$ cat src/rtl/argmax_accum.sv
`default_nettype none
// ============================================================================
//  Module   : argmax_accum
//  Purpose  : Sequential argmax stage that sits after the 16-lane max tree.
//             Each beat carries one {local_index, signed value} winner. The
//             block folds num_beats beats into one global {index, value}
//             maximum and presents it on a valid/ready result port.
//  Ports    : clk, rst_n            - clock, async active-low reset
//             start, num_beats      - begin a reduction of num_beats beats
//             busy                  - high while a reduction is open
//             in_valid/in_ready     - beat handshake; in_data = {idx, value}
//             out_valid/out_ready   - result handshake
//             out_index, out_value  - global index and value of the maximum
//  Config   : ARGMAX_TIE_LAST_EN    - when defined, ties report the latest
//                                     index (>=); default is earliest (>)
//  Revision : 1.0  initial release
// ============================================================================
module argmax_accum #(
  parameter int DATA_WIDTH  = 8,
  parameter int INDEX_WIDTH = 16,
  parameter int LANES       = 16,   // must be a power of two
  parameter int LEN_WIDTH   = 16
) (
  input  logic                              clk,
  input  logic                              rst_n,
  input  logic                              start,
  input  logic [LEN_WIDTH-1:0]              num_beats,
  output logic                              busy,
  input  logic                              in_valid,
  output logic                              in_ready,
  input  logic [INDEX_WIDTH+DATA_WIDTH-1:0] in_data,
  output logic                              out_valid,
  input  logic                              out_ready,
  output logic [INDEX_WIDTH-1:0]            out_index,
  output logic [DATA_WIDTH-1:0]             out_value
);

  typedef enum logic [1:0] {
    S_IDLE  = 2'd0,
    S_ACCUM = 2'd1,
    S_DONE  = 2'd2
  } state_t;

  localparam int                    c_SHIFT    = $clog2(LANES);
  localparam int                    c_WIDE     = LEN_WIDTH + INDEX_WIDTH;
  localparam logic [DATA_WIDTH-1:0] c_MOST_NEG = {1'b1, {(DATA_WIDTH-1){1'b0}}};
  localparam logic [LEN_WIDTH-1:0]  c_ONE      = LEN_WIDTH'(1);

  state_t                 r_state;
  logic [LEN_WIDTH-1:0]   r_num_beats;
  logic [LEN_WIDTH-1:0]   r_beat_cnt;
  logic [DATA_WIDTH-1:0]  r_best_val;
  logic [INDEX_WIDTH-1:0] r_best_idx;

  logic [DATA_WIDTH-1:0]  w_beat_val;
  logic [INDEX_WIDTH-1:0] w_local_idx;
  logic [c_WIDE-1:0]      w_base_wide;
  logic [INDEX_WIDTH-1:0] w_gidx;
  logic                   w_first;
  logic                   w_better;
  logic                   w_take;
  logic                   w_last;
  logic [DATA_WIDTH-1:0]  w_new_val;
  logic [INDEX_WIDTH-1:0] w_new_idx;

  assign w_beat_val  = in_data[DATA_WIDTH-1:0];
  assign w_local_idx = in_data[INDEX_WIDTH+DATA_WIDTH-1:DATA_WIDTH];

  // beat_cnt*LANES as a shift; the wide intermediate is truncated so the
  // global index wraps modulo 2^INDEX_WIDTH.
  assign w_base_wide = {{INDEX_WIDTH{1'b0}}, r_beat_cnt} << c_SHIFT;
  assign w_gidx      = w_base_wide[INDEX_WIDTH-1:0] + w_local_idx;

  assign w_first = (r_beat_cnt == '0);
`ifdef ARGMAX_TIE_LAST_EN
  assign w_better = ($signed(w_beat_val) >= $signed(r_best_val));
`else
  assign w_better = ($signed(w_beat_val) > $signed(r_best_val));
`endif
  // The first beat always loads, independent of the reset value of best.
  assign w_take    = w_first || w_better;
  assign w_new_val = w_take ? w_beat_val : r_best_val;
  assign w_new_idx = w_take ? w_gidx     : r_best_idx;
  assign w_last    = (r_beat_cnt == (r_num_beats - c_ONE));

  // Handshake/status outputs are pure decodes of the registered state.
  assign in_ready  = (r_state == S_ACCUM);
  assign busy      = (r_state != S_IDLE);
  assign out_valid = (r_state == S_DONE);

  always_ff @(posedge clk or negedge rst_n) begin
    if (!rst_n) begin
      r_state     <= S_IDLE;
      r_num_beats <= '0;
      r_beat_cnt  <= '0;
      r_best_val  <= c_MOST_NEG;
      r_best_idx  <= '0;
      out_index   <= '0;
      out_value   <= '0;
    end else begin
      case (r_state)
        S_IDLE: begin
          if (start) begin
            r_num_beats <= num_beats;
            r_beat_cnt  <= '0;
            r_best_val  <= c_MOST_NEG;
            r_best_idx  <= '0;
            if (num_beats == '0) begin
              // Empty reduction: report {0, most-negative} directly.
              r_state   <= S_DONE;
              out_index <= '0;
              out_value <= c_MOST_NEG;
            end else begin
              r_state <= S_ACCUM;
            end
          end
        end
        S_ACCUM: begin
          if (in_valid) begin
            r_best_val <= w_new_val;
            r_best_idx <= w_new_idx;
            r_beat_cnt <= r_beat_cnt + c_ONE;
            if (w_last) begin
              // Fold the final beat straight into the result registers.
              r_state   <= S_DONE;
              out_index <= w_new_idx;
              out_value <= w_new_val;
            end
          end
        end
        S_DONE: begin
          if (out_ready) begin
            r_state <= S_IDLE;
          end
        end
        default: begin
          r_state <= S_IDLE;
        end
      endcase
    end
  end

endmodule
`default_nettype wire
$ cat config.mk
export PLATFORM = sky130hd
export DESIGN_NAME = argmax_accum
export DESIGN_NICKNAME = d
export VERILOG_FILES = /design/src/rtl/argmax_accum.sv
export SDC_FILE = /design/constraint.sdc
export NUM_CORES = 1
export LEC_CHECK = 0
export CORE_MARGIN = 3
export CORE_UTILIZATION = 50
export CTS_CLUSTER_DIAMETER = 50
export CTS_CLUSTER_SIZE = 24
export DETAILED_ROUTE_END_ITERATION = 6
export GPL_TIMING_DRIVEN = 0
export PLACE_DENSITY = 0.88
export SYNTH_ARGS = -nofsm -noshare
export SYNTH_HDL_FRONTEND = slang
export SYNTH_SLANG_ARGS = --single-unit
export TNS_END_PERCENT = 50
$ cat constraint.sdc
create_clock -name clk -period 2.96 [get_ports clk]
set_input_delay 0.592 -clock clk [delete_from_list [all_inputs] [get_ports clk]]
set_output_delay 0.592 -clock clk [all_outputs]
set_load 0.01 [all_outputs]
==> out/metrics.csv, run 1 <==
metric;value;unit
ant_nets;0;
worstPathRequired;3.21;ns
synth_nets;558;
synth_seq_cells;82;
crit_chain;buf_4, buf_4, nor4_4, nand2_1, o311ai_1, o22ai_2, a2111oi_4, buf_4, a31oi_4, buf_6, buf_8, mux2_4;
p_per_area;683;nW/um^2
grtUsageTotal;23.8;%
drt-total-wl;13500;microns
stdcell_area;6650;sq um
core_area;9820;sq um
rr_startpoint;r_num_beats[0];
die_w;107;microns
syn_area_per_cell;10.3;sq um
grt_max_degree;73;
placementRows;36;
cts_buffers;9;
grt_pass1_wl;21700;microns
clkTransAtPathRegs;0.10;ns
finClkSkew;0.0164;ns
period_share;107;%
fmax;0.316;GHz
relSlewSlack;50.7;%
maxCapViolations;0;
clock_latency;0.37;ns
crit_slowest_cell;o311ai_1;
cts-root-buf;clkbuf_8;
final_critical_path_setup_slack;-0.208;ns
drv_slew;0;
antennaDiodeCount;0;
grt_antenna_before_repair;0;
route.detailed.drc;0;
layout_common_cells;dfrtp_1, clkdlybuf4s50_1, nor2_1;
dpl-instance-area;5980;sq um
vias_per_cell;6.08;
hp-class;primary input to async pin;
p_total;4550;uW
die_area;11400;sq um
cts_tree;built;
worstMarginPinSlew;0.740;ns
dominantRegCellSynth;dfrtp_1;
yosys_warnings;0;
synth_area;5060;sq um
cp.arrival;3.42;ns
layout_commonest_cell;dfrtp_1;
grt_remaining_overflow;0;
synth_edf_count;0;
slowest_delay;0.45;ns
cp_common_cell;buf_4;
drive_above_1_share;20.3;%
p_leak;0.00291;uW
vias;4453;
place_congestion;0.928;
wire_per_inst;18.4;microns
critPathBufInv;5;
end_kind;flip-flop;
num-fill-cells;723;
startpoint;r_num_beats[0];
ctsHtreeMaxLevel;3;
synth_cell_types;63;
ios;72;
setup_viol;23;
rsz0062_at_grt;true;
hold_viol;0;
hpwl;9480;microns
syn2layout_area_growth;31.5;%
port-buffer-count;71;
startpoint_type;flip-flop;
grt_pass1_vias;4528;
violations;negative setup slack;
cp_top_family;compound AO/OA/AOI/OAI gates;
finalCriticalPeriod;3.17;ns
start_util;51.5;%
ys_seq_area_share;40.6;%
cts_buffer_depth;2;
die_y;107;microns
peakVddDrop;0.413;mV
cts_sinks;82;
critPathMaxFanout;5;
fin_hold_ws;0.0487;ns
status;finished, violations left;
syn_inst;490;
drtIter0Drc;232;
critical_path_class;flip-flop to flip-flop;
async_reset_ff_share;100;%
first_pass_iters;5;
fin_nets;663;
## cell usage after synthesis, drive strengths merged, types with 8 or more instances
master	instances	share of area [%]
a21oi	19	1.9
xor2	14	2.4
a22o	14	2.4
ha	22	5.4
mux2	35	9.0
o21ai	16	1.6
inv	22	1.6
o31ai	8	1.2
mux2i	23	4.5
xnor2	24	4.2
dfrtp	81	40
nor3	13	1.3
clkbuf	20	1.5
nor2	43	3.2
nor4	13	1.6
nand2	29	2.2
## stage by stage
stage / util, % / cells / setup WS (ns) / TNS [ns]
final: 67.8 / 733 / -0.208 / -4.15
after global placement: 60.7 / 694 / -1.52 / -149.16
after global routing: 67.8 / 733 / -0.261 / -5.68
after detailed placement: 60.9 / 695 / -0.818 / -28.44
after CTS: 65.9 / 728 / -0.268 / -5.04
after floorplan: - / 490 / 0.00366 / 0
## layout make-up
| type | instances | area [sq um] | share of cell area, % |
|---|---|---|---|
| plain buffers | 22 | 113 | 1.69 |
| clock buffers | 9 | 124 | 1.86 |
| clock inverters | 7 | 106 | 1.60 |
| inverters | 23 | 90.1 | 1.35 |
| multi-input cells | 362 | 3030 | 45.5 |
| flip-flops and latches | 82 | 2060 | 30.9 |
| well taps | 133 | 166 | 2.50 |
| repair buffers | 95 | 967 | 14.5 |
## worst register-to-register path: cells and delay by family, from the launching register on
| family | cells | cell delay [ns] |
|---|---|---|
| compound gates | 4 | 1.03 |
| buf+inv | 5 | 0.78 |
| flops | 1 | 0.41 |
| mux | 1 | 0.30 |
| simple gates | 2 | 0.54 |
## sequential cells by signal, indices dropped and copies added, names as in the netlist
signal and cells:
r_best_idx 16, r_beat_cnt 16, r_state 2, out_value 8, out_index 16, r_best_val 8, r_num_beats 16
## kinds of logic after synthesis
family | after synthesis | synth area share [%]
flops | 82 | 40.6
xor+xnor | 38 | 6.58
buf+inv | 46 | 3.71
mux | 59 | 14.0
simple gates | 147 | 15.0
fa+ha+maj | 23 | 5.84
compound gates | 95 | 14.3
## timing repair
item | in CTS | in global routing
resized for setup | 30 | 25
hold buffers | 0 | 0
setup endpoints to repair | 44 | 39
pin swaps | 14 | 12
buffers inserted | 17 | 5
gates cloned | 2 | 0
## power by group
part           internal [uW]  total (uW)  switching, uW
logic                    926        2040           1120
clock network            492         951            459
registers               1360        1550            195
## routing by layer
layer  share of wire (%)  wire, microns  GRT usage (%)  vias up
li1                    -              -              -     2006
met1                  38           5160           27.2     2211
met2                  52           6980           43.5      185
met3                 6.4            862           3.73       51
met4                 3.8            509           10.9        0
met5                   0              0              0        -
## final timing paths
| kind | end | slack (ns) | cells past startpoint |
|---|---|---|---|
| min reg2reg | r_best_idx[6] | 0.49 | 2 |
| max reg2reg | out_index[0] | -0.21 | 12 |
| max in group asynchronous | r_num_beats[10] | 2.29 | 2 |
| min | out_value[3] | 0.05 | 1 |
| min in group clk | r_best_idx[6] | 0.49 | 2 |
| max | out_index[0] | -0.21 | 12 |
(Power assumes the default switching activity.)
==> run 2: changes to the inputs <==
- GPL_ROUTABILITY_DRIVEN: not set -> 0
==> run 2 against run 1 <==
Net effect: the flow still finishes with violations (negative setup slack); sequential cell count unchanged; via count decreased by 2.3%; power decreased by 1.4%; sequential power about the same; clock power decreased by 6.6%; cell area decreased by 1.1%; largest cell class unchanged; largest power group unchanged; non-clock buffer count increased by 1; wire length increased by 0.41%; critical endpoint is now out_index[2].
==> out/metrics.csv, run 2 (synthesized netlist as in run 1, its figures left out) <==
metric;value;unit
status;finished, violations left;
violations;negative setup slack;
antennaDiodeCount;0;
power_frac_seq;34.8;%
finalCriticalPeriod;3.24;ns
startpoint_type;flip-flop;
peakVddDrop;0.378;mV
crit_slowest_cell;or4b_4;
critPathMaxFanout;6;
ios;72;
placementRows;36;
relSlewSlack;56.4;%
drive_above_1_share;20.8;%
grtUsageTotal;23.7;%
dp_cells;695;
hp-class;primary input to async pin;
finClkSkew;0.0114;ns
drt-total-wl;13600;microns
die_w;107;microns
syn2layout_area_growth;30.1;%
grt_pass1_vias;4552;
port-buffer-count;71;
p_switching;1760;uW
layout_commonest_cell;dfrtp_1;
drtIter0Drc;213;
crit_chain;or3_4, or4b_4, a2111oi_4, o2111ai_2, a2111oi_4, buf_4, a31oi_4, buf_6, buf_12, buf_8, mux2_4;
die_y;107;microns
layout_common_cells;dfrtp_1, clkdlybuf4s50_1, nor2_1;
fin_cells;734;
cp.arrival;3.49;ns
p_leak;0.00288;uW
clock_latency;0.36;ns
worstPathRequired;3.21;ns
grt_remaining_overflow;0;
vias;4351;
postCtsHoldBufs;0;
end_kind;flip-flop;
fmax;0.308;GHz
hpwl;9730;microns
hold_viol;0;
start_util;51.5;%
slowest_delay;0.55;ns
die_area;11400;sq um
maxCapViolations;0;
cp_common_cell;a2111oi_4;
cts_buffers;9;
first_pass_iters;4;
p_comb_share;45.4;%
grt_antenna_before_repair;0;
grt_max_degree;47;
period_share;110;%
switching_share;39.2;%
drv_slew;0;
wire_per_inst;18.5;microns
post-route-util;67.0;%
critical_path_class;flip-flop to flip-flop;
setup_viol;24;
final_critical_path_setup_slack;-0.284;ns
r2r_cells;11;
core_area;9820;sq um
p_int;2730;uW
route.detailed.drc;0;
path_depth;11;
p_per_area;681;nW/um^2
cts-root-buf;clkbuf_8;
p_total;4480;uW
cts_tree;built;
num-fill-cells;737;
ctsHtreeMaxLevel;3;
critPathBufInv;4;
cts_buffer_depth;2;
cp_top_family;simple AND/OR/NAND/NOR gates;
vias_per_cell;5.93;
fin_nets;664;
grt_pass1_wl;21600;microns
worstMarginPinSlew;0.654;ns
clkTransAtPathRegs;0.10;ns
ant_nets;0;
cts_sinks;82;
clockPowerShare;19.8;%
rsz0062_at_grt;true;
-- run 2: timing repair --
item / in CTS / in global routing
endpoints found under the setup margin: 45 / 41
gates cloned: 1 / 0
gates resized for setup: 30 / 28
pin swaps: 10 / 11
buffers inserted: 17 / 8
-- run 2: power groups by stage --
stage | clock network [uW] | logic, uW | registers, uW
after detailed placement | 0 | 1850 | 1570
after CTS | 894 | 1960 | 1550
after floorplan | 0 | 1390 | 1510
after global routing | 947 | 2240 | 1590
after global placement | 0 | 1750 | 1550
final | 888 | 2040 | 1560
-- run 2: path summary, 6_finish.rpt --
check	from	to	slack [ns]
max in group asynchronous	rst_n	r_num_beats[6]	2.12
worst min-delay path	rst_n	out_value[4]	0.19
min in group clk	r_best_idx[12]	r_best_idx[12]	0.50
worst max-delay path	r_num_beats[10]	out_index[2]	-0.28
worst min register to register	r_best_idx[12]	r_best_idx[12]	0.50
worst max register to register	r_num_beats[10]	out_index[2]	-0.28
-- run 2: layout make-up --
class	instances	area [sq um]	area share (%)
repair buffers	97	950	14.4
multi-input cells	362	3000	45.6
flip-flops and latches	82	2060	31.2
clock inverters	5	62.6	0.950
clock buffers	11	151	2.30
plain buffers	21	103	1.56
inverters	23	90.1	1.37
well taps	133	166	2.53
-- run 2: worst reg2reg max path, stage by stage, from the launching register on --
cell       delay, ns
dfrtp_2         0.41
or3_4           0.37
or4b_4          0.55
a2111oi_4       0.40
o2111ai_2       0.19
a2111oi_4       0.23
buf_4           0.19
a31oi_4         0.09
buf_6           0.16
buf_12          0.13
buf_8           0.13
mux2_4          0.29
-- run 2: metal layers --
metal,wire length (microns),up-vias,GRT usage [%]
li1,-,2004,-
met2,7160,147,42.8
met5,0,-,0
met4,399,0,10.4
met3,704,39,3.79
met1,5310,2161,27.6
-- run 2: through the flow --
stage	hold WS [ns]	worst slack (ns)	TNS (ns)	cell area [sq um]
after floorplan	0.296	0.00366	0	5080
after global placement	0.461	-1.50	-146.56	5960
after detailed placement	0.479	-0.811	-28.28	5970
after CTS	0.195	-0.292	-5.70	6450
after global routing	0.214	-0.378	-6.34	6580
final	0.187	-0.284	-3.95	6580
